## src/rtl/crossbar_pkg.sv

```systemverilog
// Shared crossbar types: command encoding, bus widths, request word, queue FSM states.
// Latency: n/a (types and constants only).
// Backpressure: n/a.
// Ports: none (package).
package crossbar_pkg;

  localparam int ADDR_W = 32;
  localparam int DATA_W = 32;

  localparam logic CMD_READ  = 1'b0;
  localparam logic CMD_WRITE = 1'b1;

  // One buffered request as it travels from the master core to the crossbar.
  typedef struct packed {
    logic              cmd;
    logic [ADDR_W-1:0] addr;
    logic [DATA_W-1:0] wdata;
  } req_t;

  localparam int REQ_W = $bits(req_t);

  typedef enum logic {
    ST_IDLE = 1'b0,
    ST_REQ  = 1'b1
  } state_t;

endpackage

```

## src/rtl/master_req_queue_if.sv

```systemverilog
// Bundle of all master_req_queue handshake/bus signals: upstream request, crossbar port, response.
// Latency: n/a (wiring only).
// Backpressure: in_ready towards upstream; crossbar side holds req until ack; response has none.
// Ports: modport slave = the queue; modport master = upstream core plus crossbar (or a bench).
interface master_req_queue_if #(
  parameter int DEPTH = 4
);
  import crossbar_pkg::*;

  // upstream request
  logic              in_valid;
  logic              in_ready;
  logic              in_cmd;
  logic [ADDR_W-1:0] in_addr;
  logic [DATA_W-1:0] in_wdata;

  // crossbar master port
  logic              req;
  logic              cmd;
  logic [ADDR_W-1:0] addr;
  logic [DATA_W-1:0] wdata;
  logic              ack;
  logic [DATA_W-1:0] rdata;

  // response and status
  logic              resp_valid;
  logic              resp_cmd;
  logic [DATA_W-1:0] resp_rdata;
  logic              resp_err;
  logic [$clog2(DEPTH):0] level;

  modport slave (
    input  in_valid, in_cmd, in_addr, in_wdata, ack, rdata,
    output in_ready, req, cmd, addr, wdata,
    output resp_valid, resp_cmd, resp_rdata, resp_err, level
  );

  modport master (
    output in_valid, in_cmd, in_addr, in_wdata, ack, rdata,
    input  in_ready, req, cmd, addr, wdata,
    input  resp_valid, resp_cmd, resp_rdata, resp_err, level
  );

endinterface

```

## src/rtl/master_req_queue_sync_fifo.sv

```systemverilog
// sync_fifo: generic synchronous FIFO, first-word-fall-through read port.
// Latency: pushed word visible at pop_dat one cycle after the push edge.
// Backpressure: push ignored while full (even if popping that cycle); pop ignored while empty.
// Ports: clk, rst (sync, active-high), push/push_dat, pop/pop_dat, full, empty, level (0..DEPTH).
module sync_fifo #(
  parameter int WIDTH = 65,
  parameter int DEPTH = 4
) (
  input  logic                   clk,
  input  logic                   rst,
  input  logic                   push,
  input  logic [WIDTH-1:0]       push_dat,
  input  logic                   pop,
  output logic [WIDTH-1:0]       pop_dat,
  output logic                   full,
  output logic                   empty,
  output logic [$clog2(DEPTH):0] level
);

  localparam int AW = $clog2(DEPTH);
  localparam int PW = AW + 1;

  logic [WIDTH-1:0] mem [DEPTH];
  logic [PW-1:0]    wr_ptr;
  logic [PW-1:0]    rd_ptr;
  logic             do_push;
  logic             do_pop;

  assign do_push = push && !full;
  assign do_pop  = pop && !empty;

  // Pointers carry one extra wrap bit so that full and empty are distinguishable.
  assign level   = wr_ptr - rd_ptr;
  assign full    = (level == PW'(DEPTH));
  assign empty   = (wr_ptr == rd_ptr);
  assign pop_dat = mem[rd_ptr[AW-1:0]];

  always_ff @(posedge clk) begin
    if (rst) begin
      wr_ptr <= '0;
      rd_ptr <= '0;
    end else begin
      if (do_push) wr_ptr <= wr_ptr + PW'(1);
      if (do_pop)  rd_ptr <= rd_ptr + PW'(1);
    end
  end

  // Storage needs no reset: contents are only read behind a valid pointer.
  always_ff @(posedge clk) begin
    if (do_push) mem[wr_ptr[AW-1:0]] <= push_dat;
  end

endmodule

```

## src/rtl/master_req_queue.sv

```systemverilog
// Per-master request queue: buffers DEPTH requests, issues them one at a time to a crossbar port, returns one response each.
// Latency: push-to-req 2 cycles on an empty idle queue; ack-to-resp_valid 1 cycle; at least one req-low cycle between requests.
// Backpressure: in_ready = !full upstream; req held until ack (or timeout abort); resp_valid has no backpressure.
// Ports: clk, rst (sync, active-high), bus (master_req_queue_if.slave: in_*, req/cmd/addr/wdata/ack/rdata, resp_*, level).
// Optional: define MASTER_REQ_QUEUE_TIMEOUT_EN to abort a request after TIMEOUT REQ cycles without ack (resp_err=1).
module master_req_queue
  import crossbar_pkg::*;
#(
  parameter int DEPTH   = 4,
  parameter int TIMEOUT = 255
) (
  input  logic              clk,
  input  logic              rst,
  master_req_queue_if.slave bus
);

  localparam int LW = $clog2(DEPTH) + 1;

  state_t        state;
  state_t        state_d;
  req_t          in_req;
  req_t          head;
  req_t          cur;
  logic          fifo_full;
  logic          fifo_empty;
  logic [LW-1:0] fifo_level;
  logic          push;
  logic          pop;
  logic          fire;
  logic          err_d;
  logic          tmo_hit;

  assign in_req = '{cmd: bus.in_cmd, addr: bus.in_addr, wdata: bus.in_wdata};
  assign push   = bus.in_valid && !fifo_full;

  assign bus.in_ready = !fifo_full;
  assign bus.level    = fifo_level;

  sync_fifo #(
    .WIDTH (REQ_W),
    .DEPTH (DEPTH)
  ) u_fifo (
    .clk      (clk),
    .rst      (rst),
    .push     (push),
    .push_dat (in_req),
    .pop      (pop),
    .pop_dat  (head),
    .full     (fifo_full),
    .empty    (fifo_empty),
    .level    (fifo_level)
  );

`ifdef MASTER_REQ_QUEUE_TIMEOUT_EN
  localparam int CW = $clog2(TIMEOUT + 1);

  logic [CW-1:0] tmo_cnt;
  logic          resp_err_q;

  // Counter value is (REQ cycles elapsed - 1), so expiry lands on the TIMEOUT-th REQ cycle.
  assign tmo_hit = (state == ST_REQ) && (tmo_cnt == CW'(TIMEOUT - 1));

  always_ff @(posedge clk) begin
    if (rst || pop) begin
      tmo_cnt <= '0;
    end else if ((state == ST_REQ) && !bus.ack) begin
      tmo_cnt <= tmo_cnt + CW'(1);
    end
  end

  always_ff @(posedge clk) begin
    if (rst) begin
      resp_err_q <= 1'b0;
    end else if (fire) begin
      resp_err_q <= err_d;
    end
  end

  assign bus.resp_err = resp_err_q;
`else
  wire unused_timeout = ^TIMEOUT;

  assign tmo_hit      = 1'b0;
  assign bus.resp_err = 1'b0;
`endif

  always_ff @(posedge clk) begin
    if (rst) begin
      state <= ST_IDLE;
    end else begin
      state <= state_d;
    end
  end

  // ack has priority over a same-cycle timeout so a late but valid completion is not lost.
  always_comb begin
    state_d = state;
    pop     = 1'b0;
    fire    = 1'b0;
    err_d   = 1'b0;
    case (state)
      ST_IDLE: begin
        if (!fifo_empty) begin
          pop     = 1'b1;
          state_d = ST_REQ;
        end
      end
      ST_REQ: begin
        if (bus.ack) begin
          fire    = 1'b1;
          state_d = ST_IDLE;
        end else if (tmo_hit) begin
          fire    = 1'b1;
          err_d   = 1'b1;
          state_d = ST_IDLE;
        end
      end
      default: state_d = ST_IDLE;
    endcase
  end

  assign bus.req   = (state == ST_REQ);
  assign bus.cmd   = cur.cmd;
  assign bus.addr  = cur.addr;
  assign bus.wdata = cur.wdata;

  // cur holds the in-flight request stable for the whole REQ phase.
  always_ff @(posedge clk) begin
    if (rst) begin
      cur            <= '0;
      bus.resp_valid <= 1'b0;
      bus.resp_cmd   <= CMD_READ;
      bus.resp_rdata <= '0;
    end else begin
      bus.resp_valid <= fire;
      if (pop) begin
        cur <= head;
      end
      if (fire) begin
        bus.resp_cmd   <= cur.cmd;
        bus.resp_rdata <= (!err_d && (cur.cmd == CMD_READ)) ? bus.rdata : '0;
      end
    end
  end

endmodule

```

## src/flat_wrapper.sv

```systemverilog
// flat-port wrapper written by rule: the top's interface ports become plain ports
module master_req_queue_flat import crossbar_pkg::*;
#(
  parameter int DEPTH   = 4,
  parameter int TIMEOUT = 255
)
  (clk, rst, bus_in_valid, bus_in_cmd, bus_in_addr, bus_in_wdata, bus_ack, bus_rdata, bus_in_ready, bus_req, bus_cmd, bus_addr, bus_wdata, bus_resp_valid, bus_resp_cmd, bus_resp_rdata, bus_resp_err, bus_level);
  master_req_queue_if #(.DEPTH(DEPTH)) bus_i ();
  input  logic clk;
  input  logic rst;
  input wire logic [$bits(bus_i.in_valid)-1:0] bus_in_valid;
  input wire logic [$bits(bus_i.in_cmd)-1:0] bus_in_cmd;
  input wire logic [$bits(bus_i.in_addr)-1:0] bus_in_addr;
  input wire logic [$bits(bus_i.in_wdata)-1:0] bus_in_wdata;
  input wire logic [$bits(bus_i.ack)-1:0] bus_ack;
  input wire logic [$bits(bus_i.rdata)-1:0] bus_rdata;
  output wire logic [$bits(bus_i.in_ready)-1:0] bus_in_ready;
  output wire logic [$bits(bus_i.req)-1:0] bus_req;
  output wire logic [$bits(bus_i.cmd)-1:0] bus_cmd;
  output wire logic [$bits(bus_i.addr)-1:0] bus_addr;
  output wire logic [$bits(bus_i.wdata)-1:0] bus_wdata;
  output wire logic [$bits(bus_i.resp_valid)-1:0] bus_resp_valid;
  output wire logic [$bits(bus_i.resp_cmd)-1:0] bus_resp_cmd;
  output wire logic [$bits(bus_i.resp_rdata)-1:0] bus_resp_rdata;
  output wire logic [$bits(bus_i.resp_err)-1:0] bus_resp_err;
  output wire logic [$bits(bus_i.level)-1:0] bus_level;
  assign bus_i.in_valid = bus_in_valid;
  assign bus_i.in_cmd = bus_in_cmd;
  assign bus_i.in_addr = bus_in_addr;
  assign bus_i.in_wdata = bus_in_wdata;
  assign bus_i.ack = bus_ack;
  assign bus_i.rdata = bus_rdata;
  assign bus_in_ready = bus_i.in_ready;
  assign bus_req = bus_i.req;
  assign bus_cmd = bus_i.cmd;
  assign bus_addr = bus_i.addr;
  assign bus_wdata = bus_i.wdata;
  assign bus_resp_valid = bus_i.resp_valid;
  assign bus_resp_cmd = bus_i.resp_cmd;
  assign bus_resp_rdata = bus_i.resp_rdata;
  assign bus_resp_err = bus_i.resp_err;
  assign bus_level = bus_i.level;
  master_req_queue #(.DEPTH(DEPTH), .TIMEOUT(TIMEOUT)) u_core (.clk(clk), .rst(rst), .bus(bus_i));
endmodule
```

## config.mk

```make
export PLATFORM = sky130hd
export DESIGN_NAME = master_req_queue_flat
export DESIGN_NICKNAME = d
export VERILOG_FILES = /design/src/rtl/crossbar_pkg.sv /design/src/rtl/master_req_queue_if.sv /design/src/rtl/master_req_queue_sync_fifo.sv /design/src/rtl/master_req_queue.sv /design/src/flat_wrapper.sv
export SDC_FILE = /design/constraint.sdc
export NUM_CORES = 1
export LEC_CHECK = 0
export CAP_MARGIN = 10
export CORE_ASPECT_RATIO = 1.25
export CORE_UTILIZATION = 48
export CTS_CLUSTER_SIZE = 10
export DETAILED_ROUTE_END_ITERATION = 6
export GPL_TIMING_DRIVEN = 0
export PLACE_DENSITY = 0.75
export RECOVER_POWER = 50
export SLEW_MARGIN = 20
export SYNTH_ARGS = -nofsm -noshare
export SYNTH_HDL_FRONTEND = slang
export SYNTH_SLANG_ARGS = --single-unit
export TNS_END_PERCENT = 30
```

## constraint.sdc

```tcl
create_clock -name clk -period 4.1 [get_ports clk]
set_input_delay 0.41 -clock clk [delete_from_list [all_inputs] [get_ports clk]]
set_output_delay 0.41 -clock clk [all_outputs]
set_load 0.01 [all_outputs]
```

==> out/metrics.csv, run 1 <==
stage,metric,value,unit
status,outcome,"finished, final reports clean",
layout,final_layout_size_suffix_gt1_share,14.3,%
power,power.density,713,nW/um2
detailed_routing,ant_nets,0,
synthesis,syn_area_per_cell,17.5,um2
sta,rsz0062_at_grt,false,
synthesis,ys_seq_area_share,75.8,%
synthesis,synth_cell_types,28,
clock_tree,htreeDepth,2,
clock_tree,path_clk_slew,0.05,ns
synthesis,ys_warn_count,0,
worst_setup_path,cp-start-kind,register,
synthesis,synth_seq_cells,366,
floorplanning,start_util,48.8,%
layout,nFillCells,1927,
placement,post-dp-hpwl,17.7,mm
sta,max_slew.worst_pin.slew,0.748,ns
sta,final-max-slew-violation-count,0,
synthesis,yosysTopAreaCellShare,59.6,%
synthesis,synth_top_flop_cell,edfxtp_1,
worst_setup_path,cp_max_fo,4,
sta,timing.final.hold_violations,0,
synthesis,synth_area_leaders,"edfxtp_1, dfxtp_1, mux4_2",
worst_setup_path,timing.rr.start,u_core.u_fifo.wr_ptr[0],
clock_tree,ctsHoldBuffers,0,
grt,grt_usage,20.1,%
sta,fin_skew,0.0118,ns
detailed_routing,vias,7367,
placement,port_buffers,204,
sta,relSlewSlack,50.1,%
power,power.leakage,5.97,nW
clock_tree,root_buffer,clkbuf_16,
synthesis,synthArstFlopShare,0,%
floorplanning,core.rowCount,67,
worst_setup_path,critPathCaptureType,primary output,
grt,antenna_found_initial,6,
min_path,min_from,u_core.bus.wdata[22],
clock_tree,cts_tree,done,
detailed_routing,wire_per_inst,19.9,um
floorplanning,die_area,28000,um2
min_path,hold_path_class,register to register,
synthesis,yosysMostFrequentCell,edfxtp_1,
clock_tree,post_cts_buffers,0,
power,peakVddDrop,422,uV
floorplanning,die_w,150,um
detailed_routing,drt_wl_total,27.6,mm
clock_tree,cts_sinks,366,
layout,nets,1113,
detailed_routing,vias_per_cell,5.32,
grt,grt_pass1_vias,7709,
worst_setup_path,startpoint,u_core.u_fifo.wr_ptr[0],
synthesis,synth_area,13100,um2
worst_setup_path,critPathArrivalTime,2.65,ns
floorplanning,fp.coreArea,26800,um2
sta,min_period,3.06,ns
power,finalPower,12.1,mW
detailed_routing,firstDrtPassIters,4,
floorplanning,die_h,187,um
sta,fmax,327,MHz
grt,grt_overflow,0,
synthesis,synth_edf_count,260,
clock_tree,clk_latency,0.52,ns
clock_tree,cts_buffers,42,
floorplanning,io_pins,206,
grt,grt_max_degree,42,
sta,setup_viol,0,
grt,grt_pass1_wl,42.5,mm
sta,fin_crit_sh,74.7,%
worst_setup_path,cp.required,3.69,ns
synthesis,yosysTopAreaCell,edfxtp_1,
worst_setup_path,setup.worst_path.class,register to primary output,
clock_tree,post_cts_resized,0,
layout,final_core_util,63.3,%
synthesis,synthCells,749,
detailed_routing,first_iter_violations,361,
layout,area_delta_synth_final,29.6,%
synthesis,ys_top_cells_by_count,"edfxtp_1, nand2_1, dfxtp_1",
detailed_routing,drc,0,
job,max-cap-violations,0,
synthesis,syn_nets,858,
clock_tree,clock_path_buffers,3,
placement,place.gp.congestion,0.720,
## sequential cells by signal (all words and copies together) (netlist names)
signal	flops
u_core.u_fifo.mem	260
u_core.bus.resp_valid	1
u_core.u_fifo.rd_ptr	3
u_core.bus.resp_cmd	1
u_core.u_fifo.wr_ptr	3
u_core.bus.addr	32
u_core.bus.req	1
u_core.bus.cmd	1
u_core.bus.resp_rdata	32
u_core.bus.wdata	32
## power by group
| part | switching [mW] | total, mW | internal, mW |
|---|---|---|---|
| clock | 1.35 | 3.31 | 1.96 |
| combinational | 1.97 | 3.64 | 1.67 |
| sequential | 0.329 | 5.16 | 4.83 |
| total | 3.64 | 12.1 | 8.46 |
## layer usage
metal | track usage, % | share of wire [%] | vias to the layer above
met2 | 35.1 | 52 | 226
met5 | 0 | 0.083 | -
met4 | 6.57 | 2.1 | 4
met1 | 24.5 | 40 | 3700
li1 | - | - | 3387
met3 | 4.72 | 5.8 | 50
## layout make-up
cell class / count / area (um2) / area share, %
diodes: 5 / 12.5 / 0.0737
plain buffers: 43 / 230 / 1.36
clock buffers: 75 / 1200 / 7.04
clock inverters: 1 / 8.76 / 0.0516
inverters: 7 / 26.3 / 0.155
multi-input cells: 333 / 2930 / 17.2
flip-flops and latches: 366 / 9930 / 58.5
well taps: 345 / 432 / 2.54
repair buffers: 211 / 2220 / 13.1
## kinds of logic (layout without fill, tap and decap cells)
family | Yosys count | after routing | synth area share, %
flip-flops | 366 | 366 | 75.8
AND/OR/NAND/NOR | 146 | 146 | 4.29
AO/OA/AOI/OAI | 107 | 107 | 5.32
multiplexers | 66 | 66 | 11.3
buffers and inverters | 50 | 337 | 1.98
adder cells (fa/ha/maj) | 8 | 8 | 0.821
XOR/XNOR | 5 | 5 | 0.516
other | 1 | 6 | 0.0286
## stage by stage
| stage | instances | area (um2) | worst slack (ns) | hold slack, ns | setup TNS, ns |
|---|---|---|---|---|---|
| floorplan | 749 | 13100 | 0.223 | 0.481 | 0 |
| global placement | 1298 | 15600 | -1.38 | 0.443 | -247.62 |
| detailed placement | 1305 | 15800 | 1.19 | 0.448 | 0 |
| CTS | 1381 | 17000 | 1.00 | 0.456 | 0 |
| global route | 1384 | 17000 | 0.934 | 0.467 | 0 |
| finish | 1386 | 17000 | 1.04 | 0.449 | 0 |
## path summary, 6_finish.rpt
path | cells past startpoint | to | slack [ns]
setup / recovery | 6 | bus_in_ready | 1.04
hold / removal | 2 | u_core.bus.wdata[22] | 0.45
setup reg to reg | 7 | u_core.u_fifo.mem[1][46] | 1.17
hold reg to reg | 2 | u_core.bus.wdata[22] | 0.45
## layout by cell type (no fill, tap or decap), types with 3 or more instances in the layout
cell	synthesis	routed
mux4_2	65	65
and2_4	0	3
dlygate4sd3_1	0	164
clkbuf_16	0	43
a21oi_1	68	68
a22o_1	33	33
ha_1	7	7
clkbuf_1	17	51
clkdlybuf4s50_1	0	40
nor2_1	5	5
dfxtp_1	106	106
diode_2	0	5
buf_2	15	13
nand2_1	134	134
buf_6	3	3
inv_1	7	7
buf_4	8	8
buf_16	0	5
xnor2_1	3	3
edfxtp_1	260	260
## critical path, cell delays in order, from the launching register on
cell and delay, ns:
dfxtp_1 0.39, inv_1 0.11, ha_1 0.22, fa_1 0.38
xor3_2 0.33, nand3_1 0.12, clkdlybuf4s50_1 0.59
Note: power is estimated with default switching activity, not from simulation.
==> run 2, diff against run 1 <==
CORE_UTILIZATION = 53   (was 48)
PLACE_DENSITY = 0.79   (was 0.75)
clock period = 3.15 ns   (was 4.1 ns; I/O delays follow)
==> run 2 against run 1 <==
  * Via count down 0.31%
  * Sequential cell count unchanged
  * Final area about the same
  * Clock power up 32%
  * Clock-buffer cell count down 2
  * Routed wire length down 2.3%
  * Sequential share of layout area about the same
  * Cell count down 1.6%
  * Combinational power up 29%
  * Sequential power up 29%
  * Setup slack worse by 0.87 ns
  * Non-clock buffer count unchanged
==> out/metrics.csv, run 2 (synthesized netlist as in run 1, its figures left out) <==
stage,metric,value,unit,change
status,outcome,"finished, final reports clean",,
detailed_routing,vias_per_cell,5.38,,+1.3%
worst_setup_path,cp_max_fo,4,,unchanged
sta,fin_skew,0.0160,ns,+0.00415 ns
clock_tree,ctsHoldBuffers,0,,unchanged
sta,min_period,2.98,ns,
clock_tree,htreeDepth,2,,unchanged
sta,fmax,336,MHz,
floorplanning,core.rowCount,63,,-6.0%
min_path,hold_path_class,input port to register,,
detailed_routing,drc,0,,unchanged
power,power.leakage,5.99,nW,+0.24%
job,max-cap-violations,0,,unchanged
worst_setup_path,r2r_setup_slack,0.22,ns,-0.95 ns
layout,largest_reg_flops,260,,unchanged
layout,multi_input_area,2930,um2,unchanged
floorplanning,die_w,143,um,-4.8%
layout,design_area,17000,um2,about the same
clock_tree,post_cts_resized,0,,unchanged
placement,port_buffers,204,,unchanged
power,peakVddDrop,650,uV,+54%
clock_tree,post_cts_buffers,0,,unchanged
min_path,hold_depth,2,,unchanged
clock_tree,clock_path_buffers,3,,unchanged
sta,final-max-slew-violation-count,0,,unchanged
clock_tree,cts_tree,done,,
detailed_routing,first_iter_violations,415,,+15%
worst_setup_path,critPathCaptureType,primary output,,
worst_setup_path,critPathArrivalTime,2.66,ns,about the same
grt,grt_pass1_wl,41.0,mm,-3.5%
layout,final_common_cell,edfxtp_1,,
grt,grt_overflow,0,,unchanged
detailed_routing,firstDrtPassIters,5,,+1
clock_tree,clk_latency,0.53,ns,about the same
layout,regArea,9930,um2,unchanged
layout,nets,1113,,unchanged
detailed_routing,ant_nets,0,,unchanged
worst_setup_path,cp.required,2.83,ns,-0.86 ns
layout,area_delta_synth_final,29.6,%,about the same
detailed_routing,vias,7344,,-0.31%
worst_setup_path,cp-start-kind,register,,
floorplanning,die_area,25400,um2,-9.3%
clock_tree,cts_sinks,366,,unchanged
worst_setup_path,timing.rr.start,u_core.u_fifo.wr_ptr[0],,
layout,nFillCells,1604,,-17%
sta,setup_viol,0,,unchanged
detailed_routing,wire_per_inst,19.8,um,-0.76%
clock_tree,root_buffer,clkbuf_16,,
grt,antenna_found_initial,5,,-1
min_path,hold_end,u_core.bus.resp_rdata[7],,
grt,grt_pass1_vias,7426,,-3.7%
sta,fin_crit_sh,94.5,%,
worst_setup_path,setup.worst_path.class,register to primary output,,
grt,grt_max_degree,34,,-19%
worst_setup_path,reg2reg_to,u_core.u_fifo.mem[0][42],,
sta,hold-worst-slack,0.388,ns,-0.0611 ns
layout,final_core_util,70.8,%,+7.5 points
sta,max_slew.worst_pin.slew,0.824,ns,+0.0762 ns
worst_setup_path,rr_worst_depth,7,,unchanged
clock_tree,cts_buffers,42,,unchanged
sta,rsz0062_at_grt,false,,
placement,numPlacedInstances,1285,,-1.5%
sta,timing.final.hold_violations,0,,unchanged
placement,pre_cts_ws,0.196,ns,-0.994 ns
layout,stdcell_count,1364,,-1.6%
floorplanning,start_util,54.7,%,+5.8 points
placement,place.gp.congestion,0.712,,-1.2%
sta,relSlewSlack,45.0,%,-5.1 points
min_path,min_from,bus_rdata[7],,
clock_tree,path_clk_slew,0.05,ns,about the same
layout,final_cell_mix,"edfxtp_1, dlygate4sd3_1, nand2_1",,
sta,timing.final.ws_setup,0.172,ns,-0.865 ns
grt,grt_usage,21.8,%,+1.7 points
layout,final_layout_size_suffix_gt1_share,14.5,%,+0.21 points
detailed_routing,drt_wl_total,27.0,mm,-2.3%
placement,dpl_cell_area,15700,um2,-0.21%
power,power.density,928,nW/um2,+30%
floorplanning,die_h,178,um,-4.8%
floorplanning,fp.coreArea,24000,um2,-11%
placement,post-dp-hpwl,17.5,mm,-0.84%
floorplanning,io_pins,206,,unchanged
-- run 2: cell type report --
type / count / area share [%]
Buffer: 43 / 1.36
Antenna cell: 4 / 0.0590
Clock inverter: 2 / 0.229
Inverter: 7 / 0.155
Multi-Input combinational cell: 333 / 17.3
Timing Repair Buffer: 211 / 13.0
Tap cell: 325 / 2.40
Clock buffer: 73 / 7.00
Sequential cell: 366 / 58.5
-- run 2: worst max-delay path by stage --
| stage | depth (start not counted) | start | to | slack [ns] |
|---|---|---|---|---|
| 2_1_floorplan | 6 | u_core.u_fifo.wr_ptr[0] | u_core.u_fifo.mem[1][0] | -0.46 |
| 3_3_place_gp | 6 | u_core.u_fifo.wr_ptr[0] | u_core.u_fifo.mem[1][40] | -1.73 |
| 3_5_place_dp | 7 | u_core.u_fifo.wr_ptr[0] | u_core.u_fifo.mem[2][40] | 0.20 |
| 4_1_cts | 6 | u_core.u_fifo.wr_ptr[0] | bus_in_ready | 0.13 |
| 5_1_grt | 7 | u_core.u_fifo.wr_ptr[0] | u_core.u_fifo.mem[2][37] | 0.08 |
| 6_report | 6 | u_core.u_fifo.wr_ptr[0] | bus_in_ready | 0.17 |
-- run 2: worst max-delay path: stages, from the launching register on --
cell,delay (ns)
dfxtp_1,0.39
inv_1,0.12
ha_1,0.23
fa_1,0.37
xor3_2,0.34
nand3_1,0.15
clkdlybuf4s50_1,0.55
-- run 2: per-layer routing --
layer	global-route usage [%]	wire length (um)	part of all wire (%)
met1	26.3	10500	39
met2	38.2	13900	52
met3	5.15	1870	6.9
met4	7.93	681	2.5
met5	0	13	0.048
-- run 2: metrics by stage --
stage | TNS [ns] | total power, mW
finish | 0 | 15.8
global route | 0 | 16.5
CTS | 0 | 16.2
detailed placement | 0 | 11.8
global placement | -305.25 | 11.6
floorplan | -59.21 | 9.54
-- run 2: power breakdown --
part           switching, mW  leakage [nW]  internal (mW)  total [mW]
combinational           2.54          2.15           2.17        4.71
sequential             0.394          3.25           6.29        6.68
clock                   1.75         0.584           2.62        4.37
